## src/rtl/tpiu_tx_pkg.sv

```systemverilog
// Shared types and constants for the TPIU continuous-mode trace transmitter.
package tpiu_tx_pkg;

    typedef enum logic [1:0] {
        StOff,
        StSync,
        StFrame
    } tx_state_e;

    // Full-sync packet, byte 0 in the low byte: FF FF FF 7F.
    localparam logic [31:0] SYNC_BYTES   = 32'h7FFF_FFFF;
    localparam int unsigned SYNC_NIBBLES = 8;
    localparam int unsigned FRAME_BYTES  = 16;
    localparam int unsigned DATA_SLOTS   = 14;
    localparam logic [7:0]  NULL_ID_BYTE = 8'h01;

    // Even slots carry d[7:1] in the upper bits; d[0] travels in the aux byte.
    function automatic logic [7:0] even_slot_byte(input logic [7:0] d);
        return {d[7:1], 1'b0};
    endfunction

endpackage

```

## src/rtl/tpiu_formatter_tx_if.sv

```systemverilog
// Byte-stream input and trace-port output of the TPIU transmitter.
interface tpiu_formatter_tx_if;

    logic       I_enable;
    logic [7:0] I_data;
    logic       I_valid;
    logic       O_ready;
    logic [3:0] O_tracedata;
    logic       O_frame_start;
    logic       O_active;

    modport master (
        output I_enable, I_data, I_valid,
        input  O_ready, O_tracedata, O_frame_start, O_active
    );

    modport slave (
        input  I_enable, I_data, I_valid,
        output O_ready, O_tracedata, O_frame_start, O_active
    );

endinterface

```

## src/rtl/trace_tx_fifo.sv

```systemverilog
// Synchronous byte FIFO with occupancy count; pointers wrap modulo the depth.
module trace_tx_fifo #(
    parameter int unsigned pDEPTH = 32
) (
    input  logic                     trace_clk,
    input  logic                     reset,
    input  logic                     push_i,
    input  logic [7:0]               wdata_i,
    input  logic                     pop_i,
    output logic [7:0]               rdata_o,
    output logic [$clog2(pDEPTH):0]  count_o,
    output logic                     full_o,
    output logic                     empty_o
);

    localparam int unsigned AW = $clog2(pDEPTH);
    localparam int unsigned CW = AW + 1;

    logic [7:0]    mem_q [pDEPTH];
    logic [AW-1:0] wr_ptr_q;
    logic [AW-1:0] rd_ptr_q;
    logic [CW-1:0] count_q;
    logic          do_push;
    logic          do_pop;

    assign full_o  = (count_q == CW'(pDEPTH));
    assign empty_o = (count_q == '0);
    assign do_push = push_i && !full_o;
    assign do_pop  = pop_i && !empty_o;
    assign rdata_o = mem_q[rd_ptr_q];
    assign count_o = count_q;

    always_ff @(posedge trace_clk or posedge reset) begin
        if (reset) begin
            wr_ptr_q <= '0;
            rd_ptr_q <= '0;
            count_q  <= '0;
        end else begin
            if (do_push) wr_ptr_q <= wr_ptr_q + AW'(1);
            if (do_pop)  rd_ptr_q <= rd_ptr_q + AW'(1);
            count_q <= count_q + CW'(do_push) - CW'(do_pop);
        end
    end

    always_ff @(posedge trace_clk) begin
        if (do_push) mem_q[wr_ptr_q] <= wdata_i;
    end

endmodule

```

## src/rtl/tpiu_formatter_tx.sv

```systemverilog
// TPIU continuous-mode transmitter: packs a byte stream into 16-byte formatter frames
// on a 4-bit trace port, filling idle time and periodic gaps with full-sync packets.
module tpiu_formatter_tx
    import tpiu_tx_pkg::*;
#(
    parameter logic [6:0]  pTRACE_ID     = 7'h01,
    parameter int unsigned pFIFO_DEPTH   = 32,
    parameter int unsigned pFLUSH_CYCLES = 256,
    parameter int unsigned pSYNC_FRAMES  = 32
) (
    input  logic               trace_clk,
    input  logic               reset,
    tpiu_formatter_tx_if.slave tx
);

    localparam int unsigned CntW   = $clog2(pFIFO_DEPTH) + 1;
    localparam int unsigned FlushW = $clog2(pFLUSH_CYCLES + 1);
    localparam int unsigned FrameW = $clog2(pSYNC_FRAMES + 1);

    localparam logic [CntW-1:0]   FullCnt    = CntW'(DATA_SLOTS);
    localparam logic [FlushW-1:0] FlushLimit = FlushW'(pFLUSH_CYCLES);
    localparam logic [FrameW-1:0] SyncLimit  = FrameW'(pSYNC_FRAMES);
    localparam logic [4:0]        SyncLast   = 5'(SYNC_NIBBLES - 1);
    localparam logic [4:0]        FrameLast  = 5'(2 * FRAME_BYTES - 1);

    tx_state_e         state_q, state_d;
    logic [4:0]        nib_q;
    logic [3:0]        n_q;
    logic [FrameW-1:0] frame_cnt_q;
    logic [FlushW-1:0] flush_q;
    logic [7:0]        aux_q;
    logic [7:0]        byte_q;
    logic [3:0]        tracedata_q;
    logic              frame_start_q;

    logic [7:0]      fifo_rdata;
    logic [CntW-1:0] fifo_count;
    logic            fifo_full;
    logic            fifo_empty;
    logic            ready;
    logic            pop;

    logic [3:0] slot;
    logic       half;
    logic       last_nib;
    logic       frame_ready;
    logic       enter_frame;
    logic       sync_due;
    logic       pad_even;
    logic       data_here;
    logic [7:0] cur_byte;
    logic       aux_set;
    logic [3:0] nibble_d;
    logic       frame_start_d;

    assign ready = !fifo_full && !reset;

    trace_tx_fifo #(
        .pDEPTH (pFIFO_DEPTH)
    ) u_fifo (
        .trace_clk (trace_clk),
        .reset     (reset),
        .push_i    (tx.I_valid && ready),
        .wdata_i   (tx.I_data),
        .pop_i     (pop),
        .rdata_o   (fifo_rdata),
        .count_o   (fifo_count),
        .full_o    (fifo_full),
        .empty_o   (fifo_empty)
    );

    assign slot        = nib_q[4:1];
    assign half        = nib_q[0];
    assign last_nib    = (state_q == StSync && nib_q == SyncLast) ||
                         (state_q == StFrame && nib_q == FrameLast);
    assign frame_ready = (fifo_count >= FullCnt) || (!fifo_empty && flush_q >= FlushLimit);
    assign enter_frame = last_nib && (state_d == StFrame);
    assign sync_due    = last_nib && (state_d == StSync) && (frame_cnt_q == SyncLimit);

    // An even-length short frame puts the null ID in slot n and shifts byte n to slot n+1.
    assign pad_even  = !n_q[0] && (n_q != 4'(DATA_SLOTS));
    assign data_here = (slot < n_q) || (slot == n_q && !pad_even) ||
                       (slot == n_q + 4'd1 && pad_even);

    always_ff @(posedge trace_clk or posedge reset) begin
        if (reset) state_q <= StOff;
        else       state_q <= state_d;
    end

    always_comb begin
        state_d = state_q;
        unique case (state_q)
            StOff: if (tx.I_enable) state_d = StSync;
            StSync, StFrame: begin
                if (last_nib) begin
                    if (!tx.I_enable)                 state_d = StOff;
                    else if (frame_cnt_q == SyncLimit) state_d = StSync;
                    else if (frame_ready)             state_d = StFrame;
                    else                              state_d = StSync;
                end
            end
            default: state_d = StOff;
        endcase
    end

    always_comb begin
        cur_byte = '0;
        pop      = 1'b0;
        aux_set  = 1'b0;
        unique case (state_q)
            StSync: cur_byte = SYNC_BYTES[{nib_q[2:1], 3'b000} +: 8];
            StFrame: begin
                if (half) begin
                    cur_byte = byte_q;
                end else if (slot == 4'd0) begin
                    cur_byte = {pTRACE_ID, 1'b1};
                end else if (slot == 4'd15) begin
                    cur_byte = aux_q;
                end else if (data_here) begin
                    pop = 1'b1;
                    if (slot[0]) begin
                        cur_byte = fifo_rdata;
                    end else begin
                        cur_byte = even_slot_byte(fifo_rdata);
                        aux_set  = fifo_rdata[0];
                    end
                end else if (slot == n_q) begin
                    cur_byte = NULL_ID_BYTE;
                    aux_set  = 1'b1;
                end else if (slot == n_q + 4'd1) begin
                    cur_byte = NULL_ID_BYTE;
                end
            end
            default: ;
        endcase
        nibble_d      = (state_q == StOff) ? 4'h0 : (half ? cur_byte[7:4] : cur_byte[3:0]);
        frame_start_d = (state_q == StFrame) && (nib_q == 5'd0);
    end

    always_ff @(posedge trace_clk or posedge reset) begin
        if (reset) begin
            nib_q         <= '0;
            n_q           <= '0;
            frame_cnt_q   <= '0;
            flush_q       <= '0;
            aux_q         <= '0;
            byte_q        <= '0;
            tracedata_q   <= '0;
            frame_start_q <= 1'b0;
        end else begin
            tracedata_q   <= nibble_d;
            frame_start_q <= frame_start_d;
            if (!half) byte_q <= cur_byte;
            if (state_q == StOff || last_nib) nib_q <= '0;
            else                              nib_q <= nib_q + 5'd1;
            if (enter_frame) begin
                n_q         <= (fifo_count >= FullCnt) ? 4'(DATA_SLOTS) : fifo_count[3:0];
                aux_q       <= '0;
                flush_q     <= '0;
                frame_cnt_q <= frame_cnt_q + FrameW'(1);
            end else begin
                if (aux_set) aux_q[slot[3:1]] <= 1'b1;
                if (state_q != StFrame && !fifo_empty && flush_q != FlushLimit) begin
                    flush_q <= flush_q + FlushW'(1);
                end
                if (sync_due) frame_cnt_q <= '0;
            end
        end
    end

    assign tx.O_ready       = ready;
    assign tx.O_tracedata   = tracedata_q;
    assign tx.O_frame_start = frame_start_q;
    assign tx.O_active      = (state_q != StOff);

endmodule

```

## src/flat_wrapper.sv

```systemverilog
// flat-port wrapper written by rule: the top's interface ports become plain ports
module tpiu_formatter_tx_flat import tpiu_tx_pkg::*;
#(
    parameter logic [6:0]  pTRACE_ID     = 7'h01,
    parameter int unsigned pFIFO_DEPTH   = 32,
    parameter int unsigned pFLUSH_CYCLES = 256,
    parameter int unsigned pSYNC_FRAMES  = 32
)
  (trace_clk, reset, tx_I_enable, tx_I_data, tx_I_valid, tx_O_ready, tx_O_tracedata, tx_O_frame_start, tx_O_active);
  tpiu_formatter_tx_if tx_i ();
  input  logic trace_clk;
  input  logic reset;
  input wire logic [$bits(tx_i.I_enable)-1:0] tx_I_enable;
  input wire logic [$bits(tx_i.I_data)-1:0] tx_I_data;
  input wire logic [$bits(tx_i.I_valid)-1:0] tx_I_valid;
  output wire logic [$bits(tx_i.O_ready)-1:0] tx_O_ready;
  output wire logic [$bits(tx_i.O_tracedata)-1:0] tx_O_tracedata;
  output wire logic [$bits(tx_i.O_frame_start)-1:0] tx_O_frame_start;
  output wire logic [$bits(tx_i.O_active)-1:0] tx_O_active;
  assign tx_i.I_enable = tx_I_enable;
  assign tx_i.I_data = tx_I_data;
  assign tx_i.I_valid = tx_I_valid;
  assign tx_O_ready = tx_i.O_ready;
  assign tx_O_tracedata = tx_i.O_tracedata;
  assign tx_O_frame_start = tx_i.O_frame_start;
  assign tx_O_active = tx_i.O_active;
  tpiu_formatter_tx #(.pTRACE_ID(pTRACE_ID), .pFIFO_DEPTH(pFIFO_DEPTH), .pFLUSH_CYCLES(pFLUSH_CYCLES), .pSYNC_FRAMES(pSYNC_FRAMES)) u_core (.trace_clk(trace_clk), .reset(reset), .tx(tx_i));
endmodule
```

## config.mk

```make
export PLATFORM = sky130hd
export DESIGN_NAME = tpiu_formatter_tx_flat
export DESIGN_NICKNAME = d
export VERILOG_FILES = /design/src/rtl/tpiu_tx_pkg.sv /design/src/rtl/tpiu_formatter_tx_if.sv /design/src/rtl/trace_tx_fifo.sv /design/src/rtl/tpiu_formatter_tx.sv /design/src/flat_wrapper.sv
export SDC_FILE = /design/constraint.sdc
export NUM_CORES = 1
export LEC_CHECK = 0
export CELL_PAD_IN_SITES_DETAIL_PLACEMENT = 1
export CELL_PAD_IN_SITES_GLOBAL_PLACEMENT = 2
export CORE_MARGIN = 2
export CORE_UTILIZATION = 35
export CTS_CLUSTER_SIZE = 10
export DETAILED_ROUTE_END_ITERATION = 6
export PLACE_DENSITY = 0.64
export SYNTH_ARGS = -nofsm -noshare
export SYNTH_HDL_FRONTEND = slang
export SYNTH_SLANG_ARGS = --single-unit
```

## constraint.sdc

```tcl
create_clock -name trace_clk -period 3.3 [get_ports trace_clk]
set_input_delay 0.66 -clock trace_clk [delete_from_list [all_inputs] [get_ports trace_clk]]
set_output_delay 0.66 -clock trace_clk [all_outputs]
set_load 0.05 [all_outputs]
```

==> flow_summary.toml <==
[power]
seq_power_share = 0.458
power.density_mw_per_mm2 = 665.4
total_power_w = 0.01081
pwr-share-clk = 0.365
net-switching-power_w = 0.003077
comb_power_share = 0.178
p_leak_nw = 5.630
intPower_w = 0.007728
swShare = 0.2848
peakVddDrop_mv = 0.4058

[grt]
antenna_found_initial = 1
use_met2 = 0.2942
grt_pass1_vias = 8548
grt_pass1_wl_um = 54790
grt_busiest_layer = "met2"
grtUsageMet3 = 0.03144
grt_max_degree = 64
grt_overflow = 0
grt_util_met1 = 0.2469
grtUsageTotal = 0.1807

[clock_network]
cts.clk_slew.worst_paths_ps = 50
cts_tree = "done"
clock-sinks = 319
worstSkewPairLatency_ps = 560
postCtsSetupBuffers = 0
clock-root-buffer = "clkbuf_16"
cts_htree_levels = 2
clockBufferDepth = 3
cts_made_buffers = 39

[synthesis]
synth_flop_cell = "edfxtp_1"
synth_edf_count = 256
ys_ff_latch = 319
synth_nets = 924
synthesis.instances = 879
ys_seq_area_frac = 0.6761
async_flop_share = 0.1975
synth_warnings = 0
ys_types = 68
synthTopCellsByCount = "edfxtp_1, nor2_1, dfrtp_1"
synth.most_common_cell = "edfxtp_1"
netlist_area_mm2 = 0.01370
synth_area_leaders = "edfxtp_1, dfrtp_1, mux4_2"
synth_top_area_share = 0.5610
yosys.area.top_type = "edfxtp_1"
syn_avg_cell_area_um2 = 15.59

[routing]
wire_per_inst_um = 23.38
via_per_inst = 5.233
drt_iter0_drc = 532
ant_nets = 0
drc = 0
vias = 8017
first_pass_iters = 4
drt_wl_total_um = 35820

[finish]
antennaDiodeCount = 0
fill_cells = 3865
final_util = 0.4202
area_growth_pct = 18.52
layout-drive-gt1-share = 0.2101
nNetsFinal = 1034

[critical_path]
crit_slowest_cell = "dfrtp_2"
r2r_end = "u_core.u_fifo.count_o[4]"
regToRegSetupSlack_ps = 190
path_max_fanout = 5
path_class = "flip-flop to flip-flop"
reg2regPathDepth = 17
required_ps = 3730
crit_path_start_kind = "flip-flop"
end_kind = "flip-flop"
max_stage_delay_ps = 400
critPathArrivalTime_ps = 3550
r2r_start = "u_core.n_q[0]"
path_cells = "inv_1, ha_1, xnor2_2, nor4_1, a22oi_1, o22ai_2, and3b_2, ha_4, inv_2, ha_4, inv_2, fa_2, inv_1, a21oi_1, nor2_1, nor2_1, xnor2_1"

[floorplanning]
die_area_mm2 = 0.04075
die_w_um = 201.9
die_h_um = 201.9
core_area_mm2 = 0.03865
start_util = 0.3545
ios = 19
rows = 72

[min_path]
min_path_type = "flip-flop to flip-flop"
whs_path_depth = 2
holdPathEnd = "u_core.byte_q[2]"
worstHoldStart = "u_core.byte_q[2]"

[status]
outcome = "complete, no violations"

[place]
io_buffers = 18
dp_hpwl_um = 23650
gp_congestion = 0.7737

[timing]
setup_viol = 0
slew_viol_final = 0
fin_crit_ps = 3111
fin_crit_sh = 0.9426
tightest_slew_ps = 904.7
maxSlewHeadroom = 0.3969
fin_skew_ps = 19.37
max_freq_mhz = 321.5
grt_setup_unrepaired = "false"
finalHoldViolCount = 0

[run]
cap_violations = 0
-- metal layers --
layer / routed length [um] / share of wire / up-vias
li1: - / - / 3615
met1: 16450 / 0.46 / 4198
met2: 17120 / 0.48 / 139
met3: 1249 / 0.035 / 65
met4: 997 / 0.028 / 0
met5: 0 / 0 / -
-- metrics by stage --
step	worst slack, ps	instances	TNS [ps]	cell area [um2]	hold slack [ps]
after floorplan	-264.9	879	-572.3	13760	432.5
after global placement	215.0	1466	0	15070	462.5
after detailed placement	106.6	1466	0	15070	466.2
after CTS	87.29	1532	0	16220	485.6
after global routing	17.82	1532	0	16240	502.4
final	189.5	1532	0	16240	481.1
-- layout by cell type (no fill, tap or decap), drive strengths merged, types with 4 or more instances in the layout --
cell type      Yosys  routed
clkinv             0       4
nor2              72      72
inv               32      32
and2               5       5
dfrtp             63      63
clkdlybuf4s50      0      17
clkbuf            13      60
or3                5       5
nand2b             5       5
o22ai              4       4
nand3             21      21
a211oi             8       8
o211ai             5       5
a22oi             11      11
mux2i             35      35
a22o               6       6
a221oi             4       4
xor2              13      13
a21oi             19      19
o21ai             21      21
a31oi             13      13
o221ai             5       5
nand4              8       8
mux4              50      50
nor2b             14      14
edfxtp           256     256
buf               29      94
and3               7       7
nor3               5       5
xnor2             15      15
ha                32      32
nand3b             4       4
nor4               6       6
nand2             49      49
-- logic make-up after synthesis --
logic type	count (synthesis)	share of synthesized area
buffers and inverters	74	0.02557
multiplexers	88	0.1110
XOR/XNOR	28	0.01790
AO/OA/AOI/OAI	123	0.06310
AND/OR/NAND/NOR	214	0.07561
flip-flops	319	0.6761
adder cells (fa/ha/maj)	33	0.03068
-- power groups by stage --
stage                     Clock (W)  Combinational [W]  Sequential, W
after detailed placement          0            0.00193        0.00502
after CTS                   0.00405            0.00194        0.00495
after global routing        0.00420            0.00215        0.00499
final                       0.00394            0.00192        0.00495
after floorplan                   0            0.00128        0.00496
after global placement            0            0.00189        0.00501
-- how the worst max path moves through the flow --
stage / startpoint / end / slack (ps) / depth (start not counted)
after floorplan: reset / u_core.u_fifo.count_o[4] / -260 / 15
after global placement: u_core.n_q[0] / u_core.u_fifo.count_o[4] / 220 / 17
after detailed placement: u_core.n_q[0] / u_core.u_fifo.count_o[4] / 110 / 17
after CTS: u_core.n_q[0] / u_core.u_fifo.count_o[4] / 90 / 17
after global routing: u_core.n_q[0] / u_core.u_fifo.count_o[4] / 20 / 17
final: u_core.n_q[0] / u_core.u_fifo.count_o[4] / 190 / 17
-- state kept, by name, summed over array words and instances, names as in the netlist --
name / flops
u_core.byte_q: 8
u_core.frame_cnt_q: 6
u_core.u_fifo.rd_ptr_q: 5
u_core.n_q: 4
u_core.state_q: 2
u_core.u_fifo.count_o: 6
u_core.tx.O_tracedata: 4
u_core.aux_q: 8
u_core.tx.O_frame_start: 1
u_core.flush_q: 9
u_core.u_fifo.mem_q: 256
u_core.u_fifo.wr_ptr_q: 5
u_core.nib_q: 5
-- what timing repair did --
action,in CTS,in global routing
setup endpoints to repair,0,2
gates resized for setup,0,4
hold buffers,0,0
hold endpoints to repair,0,0
-- final cells by class --
| cell class | count | area, um2 | area share |
|---|---|---|---|
| flip-flops and latches | 319 | 9274 | 0.5711 |
| multi-input cells | 486 | 4145 | 0.2553 |
| inverters | 32 | 126.4 | 0.007782 |
| repair buffers | 111 | 888.4 | 0.05470 |
| clock inverters | 6 | 92.59 | 0.005702 |
| well taps | 518 | 648.1 | 0.03991 |
| clock buffers | 60 | 1065 | 0.06557 |
-- worst max-delay path: cells and delay by family (launching register included) --
kind	cells	cell delay [ps]
DFF	1	400
AOI/OAI and AO/OA	3	340
adders and majority gates	4	1060
xor gates and xnor gates	2	270
buffers and inverters	4	250
and+or+nand+nor	4	680
Note: power is estimated with default switching activity, not from simulation.
==> patch: new RTL, same flow settings <==
Make the reset (`reset`) synchronous in 3 clocked blocks.
--- a/src/rtl/trace_tx_fifo.sv
+++ b/src/rtl/trace_tx_fifo.sv
@@ -30,7 +30,7 @@
     assign rdata_o = mem_q[rd_ptr_q];
     assign count_o = count_q;
 
-    always_ff @(posedge trace_clk or posedge reset) begin
+    always_ff @(posedge trace_clk) begin
         if (reset) begin
             wr_ptr_q <= '0;
             rd_ptr_q <= '0;
--- a/src/rtl/tpiu_formatter_tx.sv
+++ b/src/rtl/tpiu_formatter_tx.sv
@@ -82,7 +82,7 @@
     assign data_here = (slot < n_q) || (slot == n_q && !pad_even) ||
                        (slot == n_q + 4'd1 && pad_even);
 
-    always_ff @(posedge trace_clk or posedge reset) begin
+    always_ff @(posedge trace_clk) begin
         if (reset) state_q <= StOff;
         else       state_q <= state_d;
     end
@@ -137,7 +137,7 @@
         frame_start_d = (state_q == StFrame) && (nib_q == 5'd0);
     end
 
-    always_ff @(posedge trace_clk or posedge reset) begin
+    always_ff @(posedge trace_clk) begin
         if (reset) begin
             nib_q         <= '0;
             n_q           <= '0;
Formal check against the unedited RTL: differs if reset is asserted again (counterexample within 4 cycles, from zero or initial values and one cycle with reset high); with reset held inactive, the same outputs for 10 cycles.
==> patch against the unedited design <==
Worst setup slack improved by 0.069 ns. Die area decreased by 0.62%. Synthesized area decreased by 0.63%. Largest cell class unchanged. Sequential share of layout area decreased by 0.62 points. Critical path type is now register to output port. Sequential cell count increased by 3. Routed wire length decreased by 6.3%. Final area decreased by 1.7%.
Power is not compared: it rests on default switching activity, and its combinational part moved more than twofold at a synthesized area within 25%.
==> patch: results (changes against the unedited design) <==
Route
  • Routed WL per cell: 22.2 µm (was 23.4 µm)
  • Drt total wl: 33600 µm (was 35800 µm)
  • Total number of vias: 7747 (was 8017)
  • First DRT Iteration DRCs: 418 (was 532)
  • DR pass1 iterations: 4 (unchanged)

Place
  • Placed Cells: 1445 (was 1466)
  • Pre-CTS WS: 0.188 ns (was 0.107 ns)
  • DP Area: 14800 µm² (was 15100 µm²)
  • Routability-driven placement congestion ratio: 0.755 (was 0.774)
  • # port buffers: 18 (unchanged)
  • Hpwl dp: 22200 µm (was 23600 µm)

Worst setup path
  • Worst Path Arrival: 2.38 ns (was 3.55 ns)
  • CP max stage cell: clkdlybuf4s50_1 (was dfrtp_2)
  • CP max FO: 4 (was 5)
  • Crit-path max cell delay: 0.85 ns (was 0.40 ns)
  • CP delay by family, top: buffers and inverters (was adder cells)

Final layout
  • Regs by FF count: u_core.u_fifo.mem_q (256), u_core.flush_q (9), u_core.aux_q (8) (was u_core.u_fifo.mem_q (256), u_core.flush_q (9))
  • Share of layout cells above drive strength 1: 0.206 (was 0.210)
  • Post-layout util: 0.414 (was 0.420)
  • Final Net Count: 1014 (was 1034)
  • Fillers: 3940 (was 3865)

Yosys
  • Dominant cell by count in the synthesized netlist: edfxtp_1 (unchanged)
  • Netlist cell types: 71 (was 68)
  • Asr flop ratio synth: 0 (was 0.197)
  • Most instantiated cells after synthesis: edfxtp_1 (256), nor2_1 (92), dfxtp_1 (66), mux4_2 (53), nand2_1 (52) (was edfxtp_1 (256), nor2_1 (72), dfrtp_1 (63), nand2_1 (49), mux4_2 (47))
  • Sequential area share after synthesis: 0.662 (was 0.676)
  • Top post-synthesis cells by area: edfxtp_1 (56%), dfxtp_1 (9.7%), mux4_2 (8.8%) (was edfxtp_1 (56%), dfrtp_1 (12%), mux4_2 (7.7%))
  • Mapped Cells: 872 (was 879)
  • Post-synth EDFFs: 256 (unchanged)
  • Synthesized Nets: 917 (was 924)
  • Number of synthesis warnings: 0 (unchanged)

Clock tree
  • Reg clk slew, reported paths: 0.05 ns (about the same)
  • H-tree lvl count: 2 (unchanged)
  • Longest Clk Path Bufs: 3 (unchanged)
  • Root buf cell: clkbuf_16 (unchanged)
  • Clock buffer count from CTS: 39 (unchanged)

GRT
  • Initial antenna violation count: 0 (was 1)
  • Largest net degree at the start of global routing: 41 (was 64)
  • M3 GR Usage: 0.0292 (was 0.0314)
  • Total Routing Usage GR: 0.170 (was 0.181)
  • M1 GR Usage: 0.240 (was 0.247)
  • Met2 GRT Util: 0.268 (was 0.294)
  • Vias in the first global route: 8248 (was 8548)
  • First-pass GRT wire length: 51500 µm (was 54800 µm)

Power and ir drop
  • Max IR drop VDD: roughly 380 µV

Timing
  • Setup TNS: 0 ns (unchanged)
  • Relative slew slack: 0.481 (was 0.397)
  • Skew final: 0.0179 ns (was 0.0194 ns)

Floorplanning
  • Placeable Area: 38600 µm² (about the same)

Status
  • Status: complete, no violations (unchanged)
## patch: where the power goes
group	internal (mW)	total, mW	switching, mW
sequential	4.44	4.48	0.0387
clock	2.23	3.84	1.61
combinational	0.224	0.589	0.365
total	6.89	8.91	2.02
## patch: what timing repair did
action | in CTS | in global routing
hold endpoints to repair | 0 | 0
gates resized for setup | 1 | 2
pin swaps | 0 | 3
setup buffers | 0 | 1
endpoints found under the setup margin | 1 | 2
## patch: cell families (layout without fill, tap and decap cells)
group / after synthesis / count (layout) / share of synthesized area
compound gates: 121 / 121 / 0.0641
xor+xnor: 24 / 24 / 0.0154
fa+ha+maj: 33 / 33 / 0.0309
buf+inv: 73 / 193 / 0.0265
flops: 322 / 322 / 0.662
mux: 86 / 86 / 0.128
simple gates: 213 / 213 / 0.0738
## patch: final timing paths
check	start	end	slack [ns]	cells after the start
worst max-delay path	u_core.u_fifo.count_o[2]	tx_O_ready	0.26	5
worst min-delay path	u_core.aux_q[5]	u_core.aux_q[5]	0.46	2
worst max register to register	register	u_core.tx.O_tracedata[0]	0.29	7
worst min register to register	u_core.aux_q[5]	u_core.aux_q[5]	0.46	2
## patch: area by class of cell
class / count / share of cell area
repair buffers: 99 / 0.0506
multi-input cells: 477 / 0.267
clock buffers: 58 / 0.0669
well taps: 518 / 0.0406
flip-flops and latches: 322 / 0.565
clock inverters: 6 / 0.00274
inverters: 30 / 0.00706
## patch: metal layers
metal	part of all wire	vias to the layer above	wire (µm)
met4	0.019	0	647
met5	0	-	0
met1	0.47	3995	15900
met2	0.46	147	15600
li1	-	3567	-
met3	0.042	38	1430
## patch: worst register-to-register path, stage by stage, from the launching register on
cell	delay (ns)
dfxtp_1	0.81
mux4_2	0.41
mux4_2	0.27
nor2_1	0.07
a311oi_2	0.50
a21oi_1	0.13
a311o_1	0.35
a311oi_2	0.35
